**src/rtl/ir_fetch_ctrl.sv**
```systemverilog
// Instruction fetch sequencer: keeps the fetch PC, issues one outstanding
// instruction-memory read at a time and loads each returned word into the IR.
module ir_fetch_ctrl #(
   parameter logic [31:0] RESET_PC = 32'h0000_0000,
   parameter int          TIMEOUT  = 64
) (
   input  logic        clock,
   input  logic        reset,
   input  logic        io_en,
   input  logic        io_redirect_valid,
   input  logic [31:0] io_redirect_pc,
   output logic        io_mem_req_valid,
   input  logic        io_mem_req_ready,
   output logic [31:0] io_mem_req_addr,
   input  logic        io_mem_resp_valid,
   input  logic [31:0] io_mem_resp_data,
   input  logic        io_mem_resp_err,
   output logic        io_ir_we,
   output logic [31:0] io_ir_wdata,
   output logic        io_ir_valid,
   output logic [31:0] io_ir_pc,
   input  logic        io_dec_ready,
   output logic        io_fault
);

   localparam int TW = $clog2(TIMEOUT + 1);

   typedef enum logic [2:0] {IDLE, REQ, WAIT, FULL, FAULT} state_t;

   state_t          state, state_n;
   logic [31:0]     pc, pc_n;
   logic [31:0]     req_addr, req_addr_n;
   logic [31:0]     ir_pc, ir_pc_n;
   logic            discard, discard_n;
   logic [TW-1:0]   tcnt, tcnt_n;
   logic [31:0]     redirect_pc;
   logic            timeout_hit;

   assign redirect_pc = io_redirect_pc & 32'hFFFF_FFFC;
   assign timeout_hit = (tcnt == TW'(TIMEOUT - 1));

   always_ff @(posedge clock or posedge reset) begin
      if (reset) begin
         state    <= IDLE;
         pc       <= RESET_PC;
         req_addr <= RESET_PC;
         ir_pc    <= RESET_PC;
         discard  <= 1'b0;
         tcnt     <= '0;
      end else begin
         state    <= state_n;
         pc       <= pc_n;
         req_addr <= req_addr_n;
         ir_pc    <= ir_pc_n;
         discard  <= discard_n;
         tcnt     <= tcnt_n;
      end
   end

   // Normal sequencing first; a redirect then overrides it. The request
   // address is only reloaded on entry to REQ so it never moves mid-handshake.
   always_comb begin
      state_n    = state;
      pc_n       = pc;
      req_addr_n = req_addr;
      ir_pc_n    = ir_pc;
      discard_n  = discard;
      tcnt_n     = tcnt;
      io_ir_we   = 1'b0;

      case (state)
         IDLE: begin
            if (io_en) state_n = REQ;
         end
         REQ: begin
            if (io_mem_req_ready) begin
               state_n = WAIT;
               tcnt_n  = '0;
            end
         end
         WAIT: begin
            if (io_mem_resp_valid) begin
               if (discard) begin
                  discard_n = 1'b0;
                  state_n   = REQ;
               end else if (io_mem_resp_err) begin
                  state_n = FAULT;
               end else begin
                  io_ir_we = 1'b1;
                  ir_pc_n  = pc;
                  state_n  = FULL;
               end
            end else if (timeout_hit) begin
               discard_n = 1'b0;
               state_n   = FAULT;
            end else begin
               tcnt_n = tcnt + TW'(1);
            end
         end
         FULL: begin
            if (io_dec_ready) begin
               pc_n    = pc + 32'd4;
               state_n = io_en ? REQ : IDLE;
            end
         end
         default: ;
      endcase

      // An outstanding request must still see its response before the new
      // PC is fetched; a response or timeout arriving now closes it out.
      if (io_redirect_valid) begin
         pc_n     = redirect_pc;
         ir_pc_n  = ir_pc;
         io_ir_we = 1'b0;
         case (state)
            REQ: discard_n = 1'b1;
            WAIT: begin
               if (io_mem_resp_valid || timeout_hit) begin
                  discard_n = 1'b0;
                  state_n   = io_en ? REQ : IDLE;
               end else begin
                  discard_n = 1'b1;
                  state_n   = WAIT;
               end
            end
            default: state_n = io_en ? REQ : IDLE;
         endcase
      end

      if (state_n == REQ && state != REQ) req_addr_n = pc_n;
   end

   assign io_mem_req_valid = (state == REQ);
   assign io_mem_req_addr  = req_addr;
   assign io_ir_wdata      = io_mem_resp_data;
   assign io_ir_valid      = (state == FULL);
   assign io_ir_pc         = ir_pc;
   assign io_fault         = (state == FAULT);

endmodule
```
**config.mk**
```make
export PLATFORM = sky130hd
export DESIGN_NAME = ir_fetch_ctrl
export DESIGN_NICKNAME = d
export VERILOG_FILES = /design/src/rtl/ir_fetch_ctrl.sv
export SDC_FILE = /design/constraint.sdc
export NUM_CORES = 1
export LEC_CHECK = 0
export ABC_AREA = 1
export CAP_MARGIN = 20
export CORE_UTILIZATION = 47
export DETAILED_ROUTE_END_ITERATION = 10
export GPL_ROUTABILITY_DRIVEN = 0
export PLACE_DENSITY = 0.91
export RECOVER_POWER = 25
export SYNTH_ARGS = -nofsm -noshare
export SYNTH_HDL_FRONTEND = slang
export SYNTH_SLANG_ARGS = --single-unit
```
**constraint.sdc**
```tcl
create_clock -name clock -period 4.45 [get_ports clock]
set_clock_uncertainty 0.1 [all_clocks]
set_input_delay 0.89 -clock clock [delete_from_list [all_inputs] [get_ports clock]]
set_output_delay 0.89 -clock clock [all_outputs]
set_load 0.005 [all_outputs]
```
==> results.cfg <==
[status]
outcome = finished, violations left
violations = capacitance limit, slew limit

[cts]
cts_resized = 0
clk_pin_slew_worst_paths_ns = 0.07
cts_root_buffer = clkbuf_16
clk_latency_ns = 0.35
cts_tree = done
clock-sinks = 107
cts_setup_buffers = 0
clockBufferDepth = 2
htree_levels = 3
cts_hold_buf = 0
cts_buffers = 9

[finish]
nets = 835
area_growth_pct = 22.5
antenna_cells = 0
layoutNonFillerInstCount = 906
drive_gt1_share_pct = 5.61
utilization_pct = 59.9

[timing]
fin_crit_ns = 3.49
slew_viol_final = 68
slew_headroom_pct = -59.8
fmax_mhz = 286
setup_violations = 0
finalHoldViolCount = 0
setup_tns_ns = 0
worst_pin_slew_ns = 2.39
fin_crit_sh_pct = 78.5
grt_setup_unrepaired = false

[routing]
routedWlPerCell_um = 14.5
drc = 0
dr.pass1.iters = 5
viasPerCell = 5.21
routed_wl_um = 13200
drt_iter0_markers = 305
ant_nets = 0
num_vias = 4720

[yosys]
synth_top_cell_by_area = dfrtp_1
synth_cell_types = 33
yosys.area_share.adder_pct = 0.466
yosysSeqAreaShare_pct = 49.9
synthMuxAreaShare_pct = 0
async_flop_share_pct = 100
synth_ff_type = dfrtp_1
synth_edf_count = 0
synth_simple_gate_area_share_pct = 30.7
synth_xor_area_share_pct = 0.979
yosys_warnings = 0
synth_top_family_by_area = simple AND/OR/NAND/NOR gates
postSynthNetCount = 767
synthTopCellsByCount = nand2_1 (265), dfrtp_1 (107), inv_1 (58)
synth_top_area_share_pct = 49.9
ys_top_cells_by_area = dfrtp_1 (50%), nand2_1 (19%), buf_4 (5.0%), inv_1 (4.1%), nand3_1 (3.6%)
ys_seq_elements = 107
synth-compound-area-share_pct = 6.55
syn_area_mm2 = 0.00537
synth_most_common_cell = nand2_1
synthCells = 693
synth_area_per_cell_um2 = 7.75

[floorplanning]
die_area_mm2 = 0.0119
io_pins = 172
core_area_mm2 = 0.0110
start_util_pct = 48.9
rows = 38
die_w_um = 109
fp.dieH_um = 109

[global_routing]
grt_pass1_wl_um = 21500
grt_max_degree = 68
grt_pass1_vias = 4530
grt_overflow = 0
grtUsageTotal_pct = 23.6
antenna_found_initial = 0

[pwr]
p_leak_nw = 3.24
finalPower_mw = 3.54
peakVddDrop_mv = 0.245
power_density_mw_per_mm2 = 538

[hold_path]
worstHoldStart = io_mem_req_addr[23]$_DFFE_PP0P_
hold_end = io_mem_req_addr[23]$_DFFE_PP0P_
holdPathStages = 2
hold_path.class = flop to flop

[setup_path]
r2r-start = tcnt[0]$_DFFE_PP0P_
reg2reg_slack_ns = 1.94
critical_path_arrival_ns = 2.50
endpoint_kind = output port
path_class = input port to output port
rr_worst_depth = 13
cp-start-kind = input port
worstReg2RegEnd = io_mem_req_addr[30]$_DFFE_PP0P_
crit_required_ns = 3.46
worstPathMaxFanout = 8

[run]
drv_cap = 1

[placed_design]
port_buffers = 105
dp.cells = 890
post-dp-hpwl_um = 9480
-- cell type report --
class / instances / area [um^2]
Multi-Input combinational cell: 466 / 2070
Inverter: 67 / 251
Timing Repair Buffer: 110 / 1090
Sequential cell: 107 / 2680
Fill cell: 924 / 4410
Clock buffer: 9 / 225
Clock inverter: 7 / 85.1
Tap cell: 140 / 175
-- registers in the layout, summed over array words and instances (netlist names) --
signal and flops:
io_mem_req_addr 32, state 3, pc 32, io_ir_pc 32
discard 1, tcnt 7
-- cell usage in the layout (no fill, tap or decap), types with 2 or more instances in the layout --
cell type | Yosys | final
a21boi_0 | 2 | 2
a21oi_1 | 13 | 13
buf_4 | 36 | 5
clkbuf_16 | 0 | 9
clkdlybuf4s50_1 | 0 | 104
clkinv_1 | 2 | 2
clkinvlp_4 | 0 | 2
dfrtp_1 | 107 | 107
ha_1 | 2 | 2
inv_1 | 58 | 58
inv_2 | 7 | 7
inv_8 | 0 | 2
nand2_1 | 265 | 265
nand3_1 | 39 | 40
nand3_2 | 3 | 2
nand4_1 | 15 | 15
nor2_1 | 48 | 48
nor2_2 | 3 | 3
nor2_4 | 2 | 2
nor3_1 | 7 | 7
o21a_1 | 2 | 2
o21ai_0 | 31 | 31
o21ai_1 | 17 | 17
or2_2 | 4 | 4
xor2_1 | 5 | 5
-- metal layers --
layer  vias up  share of wire [%]  track usage [%]
met5         -                  0                0
met4         0                3.0             11.5
met3        35                8.1             4.48
met2       219                 45             35.9
met1      2181                 43             32.4
li1       2285                  -                -
-- cells by family after synthesis --
| logic type | count (synthesis) |
|---|---|
| and+or+nand+nor | 391 |
| buffers and inverters | 120 |
| DFF | 107 |
| AOI/OAI and AO/OA | 67 |
| xor gates and xnor gates | 6 |
| adders and majority gates | 2 |
-- worst max-delay path, cell delays in order --
cell and delay (ns):
clkdlybuf4s50_1 0.48, inv_1 0.07, nor3_1 0.18, nand2_2 0.12, nor2_4 0.21, clkdlybuf4s50_1 0.56
-- worst max-delay path by stage --
| stage | startpoint | endpoint | slack, ns | depth (start not counted) |
|---|---|---|---|---|
| global route | reset | pc[11]$_DFF_PP0_ | 0.61 | 2 |
| finish | io_mem_resp_valid | io_ir_we | 0.96 | 6 |
| global placement | io_mem_resp_valid | io_ir_we | 0.97 | 6 |
| detailed placement | io_redirect_valid | io_mem_req_addr[30]$_DFFE_PP0P_ | 0.92 | 12 |
| CTS | io_mem_resp_valid | io_ir_we | 0.95 | 6 |
| floorplan | reset | discard$_DFF_PP0_ | 0.64 | 1 |
-- report_power, final --
group          switching (mW)  internal (mW)  leakage, nW
clock                   0.373          0.447        0.146
sequential              0.190           1.25         1.37
combinational           0.634          0.637         1.72
total                    1.20           2.34         3.24
-- per-stage QoR --
stage / area (um^2) / hold slack [ns] / worst slack, ns
final: 6580 / 0.375 / 0.955
after global routing: 6580 / 0.398 / 0.607
after CTS: 6580 / 0.379 / 0.952
after detailed placement: 6270 / 0.362 / 0.924
after global placement: 6270 / 0.355 / 0.969
after floorplan: 5370 / 0.333 / 0.643
Power figures use the tool's default switching activity.
